<file path="config.mk">
export PLATFORM = sky130hd
export DESIGN_NAME = traffic_phase_timer
export DESIGN_NICKNAME = d
export VERILOG_FILES = /design/src/rtl/traffic_phase_timer.sv
export SDC_FILE = /design/constraint.sdc
export NUM_CORES = 1
export LEC_CHECK = 0
export BUFFER_PORTS_ARGS = -buffer_cell sky130_fd_sc_hd__buf_4
export CORE_MARGIN = 2
export CORE_UTILIZATION = 46
export DETAILED_ROUTE_END_ITERATION = 10
export PLACE_DENSITY_LB_ADDON = 0.05
export SYNTH_ARGS = -nofsm -noshare
export SYNTH_HDL_FRONTEND = slang
export SYNTH_SLANG_ARGS = --single-unit
</file>
<file path="constraint.sdc">
create_clock -name clk -period 5.85 [get_ports clk]
set_clock_uncertainty 0.2 [all_clocks]
set_input_delay 1.17 -clock clk [delete_from_list [all_inputs] [get_ports clk]]
set_output_delay 1.17 -clock clk [all_outputs]
set_load 0.05 [all_outputs]
</file>
<file path="src/rtl/traffic_phase_timer.sv">
// Phase pacing for the UK traffic-light sequencer: watches the lights, times each
// phase and issues a single step pulse per phase, with pedestrian request handling.
module traffic_phase_timer #(
    parameter int CW          = 8,
    parameter int RED_TICKS   = 8,
    parameter int RA_TICKS    = 2,
    parameter int GREEN_TICKS = 8,
    parameter int MIN_GREEN   = 3,
    parameter int AMBER_TICKS = 3,
    parameter int PED_TICKS   = 4
) (
    input  logic clk,
    input  logic rst_n,
    input  logic enable,
    input  logic red,
    input  logic amber,
    input  logic green,
    input  logic ped_req,
    output logic step,
    output logic ped_pending,
    output logic ped_walk,
    output logic illegal
);

    localparam logic [0:0] ST_COUNT = 1'b0;
    localparam logic [0:0] ST_WAIT  = 1'b1;

    localparam logic [2:0] PH_R  = 3'b001;
    localparam logic [2:0] PH_RA = 3'b011;
    localparam logic [2:0] PH_G  = 3'b100;
    localparam logic [2:0] PH_A  = 3'b010;

    localparam logic [CW-1:0] ONE_T     = CW'(1);
    localparam logic [CW-1:0] RED_T     = CW'(RED_TICKS);
    localparam logic [CW-1:0] RED_PED_T = CW'(RED_TICKS + PED_TICKS);
    localparam logic [CW-1:0] RA_T      = CW'(RA_TICKS);
    localparam logic [CW-1:0] GREEN_T   = CW'(GREEN_TICKS);
    localparam logic [CW-1:0] MIN_G_T   = CW'(MIN_GREEN);
    localparam logic [CW-1:0] AMBER_T   = CW'(AMBER_TICKS);

    function automatic logic is_legal(input logic [2:0] l);
        case (l)
            PH_R, PH_RA, PH_G, PH_A: is_legal = 1'b1;
            default:                 is_legal = 1'b0;
        endcase
    endfunction

    logic [2:0]    lights_s;
    logic [2:0]    prev_lights_r;
    logic [CW-1:0] cnt_r;
    logic [CW-1:0] target_s;
    logic [0:0]    fsm_r;
    logic          change_s;
    logic          enter_red_s;
    logic          leave_red_s;
    logic          dwell_done_s;
    logic          step_r;
    logic          ped_pending_r;
    logic          ped_walk_r;
    logic          illegal_r;

    assign lights_s    = {green, amber, red};
    assign change_s    = (lights_s != prev_lights_r);
    assign enter_red_s = change_s && (lights_s == PH_R);
    assign leave_red_s = change_s && (prev_lights_r == PH_R);

    assign step        = step_r;
    assign ped_pending = ped_pending_r;
    assign ped_walk    = ped_walk_r;
    assign illegal     = illegal_r;

    // Dwell target for the phase currently shown; green reacts to a pending request each cycle
    always_comb begin
        target_s = ONE_T;
        case (lights_s)
            PH_R: begin
                if (ped_walk_r) target_s = RED_PED_T;
                else            target_s = RED_T;
            end
            PH_RA: target_s = RA_T;
            PH_G: begin
                if (ped_pending_r) target_s = MIN_G_T;
                else               target_s = GREEN_T;
            end
            PH_A:    target_s = AMBER_T;
            default: target_s = ONE_T;
        endcase
        dwell_done_s = (cnt_r >= (target_s - ONE_T));
    end

    // Change detection and illegal flag; a static illegal pattern is still flagged while counting
    always_ff @(posedge clk or negedge rst_n) begin
        if (!rst_n) begin
            prev_lights_r <= 3'b000;
            illegal_r     <= 1'b0;
        end else begin
            prev_lights_r <= lights_s;
            if (change_s) begin
                illegal_r <= !is_legal(lights_s);
            end else if ((fsm_r == ST_COUNT) && !is_legal(lights_s)) begin
                illegal_r <= 1'b1;
            end
        end
    end

    // Dwell counter and single-shot step; WAIT blocks any second step until the lights move
    always_ff @(posedge clk or negedge rst_n) begin
        if (!rst_n) begin
            cnt_r  <= '0;
            fsm_r  <= ST_COUNT;
            step_r <= 1'b0;
        end else if (change_s) begin
            cnt_r  <= '0;
            fsm_r  <= ST_COUNT;
            step_r <= 1'b0;
        end else if (!enable) begin
            step_r <= 1'b0;
        end else begin
            case (fsm_r)
                ST_COUNT: begin
                    if (dwell_done_s) begin
                        step_r <= 1'b1;
                        fsm_r  <= ST_WAIT;
                    end else begin
                        cnt_r  <= cnt_r + ONE_T;
                        step_r <= 1'b0;
                    end
                end
                ST_WAIT: step_r <= 1'b0;
                default: begin
                    fsm_r  <= ST_COUNT;
                    step_r <= 1'b0;
                end
            endcase
        end
    end

    // Pedestrian latch: a request on red entry goes straight to walk, otherwise it waits
    always_ff @(posedge clk or negedge rst_n) begin
        if (!rst_n) begin
            ped_pending_r <= 1'b0;
            ped_walk_r    <= 1'b0;
        end else if (enter_red_s) begin
            ped_walk_r    <= ped_pending_r | ped_req;
            ped_pending_r <= 1'b0;
        end else begin
            if (leave_red_s) ped_walk_r <= 1'b0;
            if (ped_req)     ped_pending_r <= 1'b1;
        end
    end

endmodule

</file>
Word-level counts from Yosys, hierarchy flattened

Index checks and enable logic that the tools add are counted.

Bits in registers: 16
Input port bits: 7
Output and inout port bits: 4
Logic and storage cells: 54

Add/sub/neg operators: 2
$lt $le $gt $ge: 1
Equal/unequal tests: 8
Mux-type cells: 23
Bitwise gates (word level): 2
Reduce and logical (&&, ||, !) cells: 11

Operator list:

| operator            | count |
|---|---|
| $mux 8              | 4 |
| $pmux 4 s4          | 1 |
| $mux 1              | 15 |
| $add 8x1->8 const B | 1 |
| $ge 8x8->1          | 1 |
| $reduce_bool 2->1   | 4 |
| $sub 8x1->8 const B | 1 |
| $eq 3x1->1 const B  | 2 |
| $eq 3x2->1 const B  | 2 |
| $mux 4              | 1 |
| $reduce_or 4->1     | 1 |
| $eq 3x3->1 const B  | 1 |
| $logic_and 1x1->1   | 3 |
| $mux 3              | 1 |
| $ne 3x3->1          | 1 |
| $reduce_and 3->1    | 1 |
| $logic_not 1->1     | 2 |
| $ne 2x1->1 const B  | 1 |
| $ne 2x2->1 const B  | 1 |
| $pmux 1 s2          | 1 |
| $not 1->1           | 1 |
| $or 1x1->1          | 1 |

Longest topological paths before layout

Depth after elaboration: 8
Gate-level depth with buffers: 12
Mapped depth without buffers: 11

Least setup slack after synthesis

Ideal clock, no wire load.

Kind: input port to flip-flop
Start point: in amber
End point: reg cnt_r[7]
Library setup time: 0.078 ns
Data arrival time: 3.688 ns
Data required time: 5.572 ns
Slack: 1.885 ns
Cell stages on the path: 10
Path buffers: 1
Cell sequence: clkbuf_1 > o31ai_1 > ha_1 > nand2_1 > ha_1 > a21o_1 > a221o_1 > or4_1 > or3_1 > a21boi_1

Word-level cells in the longest chain between the ends: 6
Elaborated cells on any way between the ends: 13
Classes of those cells: add/sub (1); order compare (1); eq/ne (7); mux (2); reduce/logical (2)

Ends and longest elaborated chain:

| item                                     | RTL line | source |
|---|---|---|
| start: declaration                       | 16       | `input logic amber,` |
| $eq 3x2->1, or another cell as far along | 75       | `case (lights_s)` |
| $pmux 4 s4                               | 75       |  |
| $sub 8x1->8                              | 88       | `dwell_done_s = (cnt_r >= (target_s - ONE_T));` |
| $ge 8x8->1                               | 88       |  |
| $ne 2x2->1 (no source line)              | -        |  |
| $reduce_and 3->1 (no source line)        | -        |  |
| end signal: assignment                   | 125      | `cnt_r <= cnt_r + ONE_T;` |
| end: declaration                         | 50       | `logic [CW-1:0] cnt_r;` |

Several ways; a longest one is shown, not always the timed one.
A chain may end at the register's enable or synchronous reset.

Final worst setup path

Start point: in red
End point: reg cnt_r[7]

Word-level cells in the longest chain between the ends: 6
Elaborated cells on any way between the ends: 13
Classes of those cells: add/sub (1); order compare (1); eq/ne (7); mux (2); reduce/logical (2)

Ends and longest elaborated chain:

| item                                     | RTL line | source |
|---|---|---|
| start: declaration                       | 15       | `input logic red,` |
| $eq 3x2->1, or another cell as far along | 75       |  |
| $pmux 4 s4                               | 75       |  |
| $sub 8x1->8                              | 88       |  |
| $ge 8x8->1                               | 88       |  |
| $ne 2x2->1 (no source line)              | -        |  |
| $reduce_and 3->1 (no source line)        | -        |  |

Several ways; a longest one is shown, not always the timed one.

==> results.md <==
* Outcome: complete, no violations
* PwrDens at ~210 nW/um^2
* # resized after CTS at 0
* Placed Area at between 1000 and 1500 um^2
* Total power at around 0.25 mW
* Worst setup SP type: input port
* Vias in the first global route at ~800
* Critical-path maximum fanout at 12
* Sw Share at 0.303
* Complex-gate fraction of the synthesized area at 0.178
* CTS Buf Count at 3
* Async set or reset register ratio after synthesis at 1.00
* Share of total power in combinational logic at 0.224
* Fin. Hold Viols at 0
* Setup Viol. Count Final at 0
* Core area at 2210 um^2
* Initial DRC Count at 21
* Slew Viols, Final at 0
* Post-Syn Instances at between 100 and 150
* Top delay family on crit path: simple AND/OR/NAND/NOR gates
* P_leak at 0.520 nW
* XOR/XNOR Fraction of Synth Area at 0.0409
* WS Path Type: input port to flop
* Clock Tree Root: clkbuf_4
* Final-layout fill cell count at 218
* WP buf/inv at 1
* Post-synthesis mux area share at 0.0187
* Antenna viol nets, final at 0
* Post-layout util at 0.538
* Sw Pwr at approximately 0.075 mW
* IO Count at 11
* Fin crit period at between 4 and 5 ns
* DR vias at slightly below 900
* Initial Util at 0.484
* TNS Setup at 0 ns
* TritonCTS clock tree: done
* Req. time, crit path at a little under 6 ns
* Post-synth top area share at 0.374
* Yosys reg bits at 16
* CTS H-tree lvls at 1
* CTS max path bufs at 2
* Final period util at 0.693
* First-pass GRT wire length at 3.61 mm
* Synth area leaders: dfrtp_1, ha_1, nand2_1
* Int Pwr at around 0.17 mW
* Top achievable clock speed at roughly 250 MHz
* Netlist cell types at 35
* Share of layout cells above drive strength 1 at 0.123
* Antenna diodes at 0
* List of most frequent post-synthesis cells: dfrtp_1, nand2_1, ha_1
* Main combinational cell family by area after synthesis: simple AND/OR/NAND/NOR gates
* Routed len/inst at ~14 um
* Critical Path End Type: flop
* Finished Cell Area at about 1200 um^2
* Post-Synth Simple-Gate Area at 0.224
* Synth area leader: dfrtp_1
* Post-synth EDFFs at 0
* DPL Wire Length at 1.58 mm
* Worst vdd ir at ~0.14 mV
* Vias per cell at a little under 6
* Mapped cell area at around 1100 um^2
* Postcts setup bufs at 0
* Largest stage delay, worst path at around 0.57 ns
* PortBufs at 10
* Synth warnings at 0
* Adder-Cell Fraction of Synth Area at 0.129
* Worst rel slew slack at 0.341
* Clock transition at the registers of the reported paths at 0.10 ns
* Initial antenna violation count at 0
* GRT Resource Usage Total at 0.185
* Maxcap violations at 0
* Total global routing overflow at 0
* Most common cell on crit path: ha_1
* Router iterations before antenna repair at 4
* Slowest stage cell, crit path: or4_1
* Largest net degree at the start of global routing at 19
* Nets at 141
* Clock share of power at 0.298
* Critical Path AT at about 4.1 ns
* Avg Cell Area, Syn at approximately 9.6 um^2
* Sequential-to-total area share from yosys stat at 0.374
* Final wirelength at 2.07 mm
* Row count at 17
* RePlAce Congestion at around 0.77
* Least-Margin Pin Slew at 0.983 ns
* Worst min path class: flop to flop
* RSZ-0062 raised after global routing: false
* Area of the multi-input gates at about 640 um^2
* FF+latch area at 400 um^2
* Area Growth Syn to Fin at 11.1%
* Die Span X at between 50 and 60 um
* # DRC at 0
* Synth Net Count at 130
* Cts hold-fix bufs at 0
* Clock sink total at 16
* Most common cell in the netlist: dfrtp_1
* Reg2reg setup slack at 2.47 ns
* Ys flop type: dfrtp_1
* Clk_lat worst skew at just under 0.3 ns
* Die area at 2730 um^2
* Die height at roughly 52 um
* Flop pwr share at 0.478
* Cell Chain, Critical Path: buf_4, nand2b_1, o31ai_1, ha_1, nand2_1, ha_1, a21o_1, a221o_1, or4_1, or3_1, a21boi_1
layout by cell type (no fill, tap or decap), types with 2 or more instances in the layout:
| master | instances |
|---|---|
| dfrtp_1 | 16 |
| nand2_1 | 12 |
| ha_1 | 11 |
| buf_4 | 10 |
| nor2_1 | 9 |
| nand2b_1 | 5 |
| o21ai_0 | 5 |
| o31ai_1 | 5 |
| xor2_1 | 5 |
| or4_1 | 5 |
| a21boi_1 | 5 |
| nor2b_1 | 4 |
| nand4_1 | 3 |
| clkbuf_4 | 3 |
| inv_1 | 2 |
| a31oi_1 | 2 |
| and3_1 | 2 |
| mux2i_1 | 2 |
per-stage QoR:
step | instances | hold WS, ns | setup slack, ns
finish | 150 | 0.326 | 1.79
global route | 150 | 0.359 | 1.63
CTS | 150 | 0.333 | 1.78
detailed placement | 146 | 0.310 | 1.47
global placement | 146 | 0.291 | 1.58
floorplan | 112 | 0.269 | 1.88
kinds of logic (layout without fill, tap and decap cells):
logic type / count (synthesis) / after routing
buf+inv: 6 / 16
compound gates: 26 / 26
simple gates: 45 / 45
other cells: 1 / 1
xor+xnor: 5 / 5
flops: 16 / 16
fa+ha+maj: 11 / 11
mux: 2 / 2
per-layer routing:
metal	track usage	wire length (um)	vias to the layer above
li1	-	-	434
met1	0.250	998	412
met2	0.278	932	18
met3	0.0629	120	2
met4	0.0556	17	0
met5	0	0	-
sequential cells by signal, indices dropped and copies added, names as in the netlist:
register / cells
ped_pending: 1
illegal: 1
step: 1
cnt_r: 8
ped_walk: 1
fsm_r: 1
prev_lights_r: 3
power by group through the flow:
stage,logic (mW),registers [mW],clock network (mW)
floorplan,0.0310,0.131,0
global placement,0.0561,0.121,0
detailed placement,0.0566,0.121,0
CTS,0.0566,0.119,0.0776
global route,0.0629,0.120,0.0833
finish,0.0559,0.119,0.0742
final cells by class:
cell class,count,share of cell area
clock buffer,4,0.0305
inverter,2,0.00631
multi-input combinational,90,0.534
sequential,16,0.336
tap,28,0.0294
timing repair buffer,10,0.0631
tightest hold or removal path: cells and delay by family, from the launching register on:
family             cells  cell delay, ns
and+or+nand+nor        1            0.07
AOI/OAI and AO/OA      1            0.08
DFF                    1            0.35
path summary, 6_finish.rpt:
check,cells after the start,start,end
max,11,red,cnt_r[7]$_DFFE_PN0P_
min,2,fsm_r$_DFFE_PN0P_,fsm_r$_DFFE_PN0P_
max reg2reg,9,ped_pending$_DFFE_PN0P_,cnt_r[7]$_DFFE_PN0P_
min reg2reg,2,fsm_r$_DFFE_PN0P_,fsm_r$_DFFE_PN0P_
max in group asynchronous,1,rst_n,ped_pending$_DFFE_PN0P_
min in group asynchronous,1,rst_n,cnt_r[6]$_DFFE_PN0P_
Note: power is estimated with default switching activity, not from simulation.
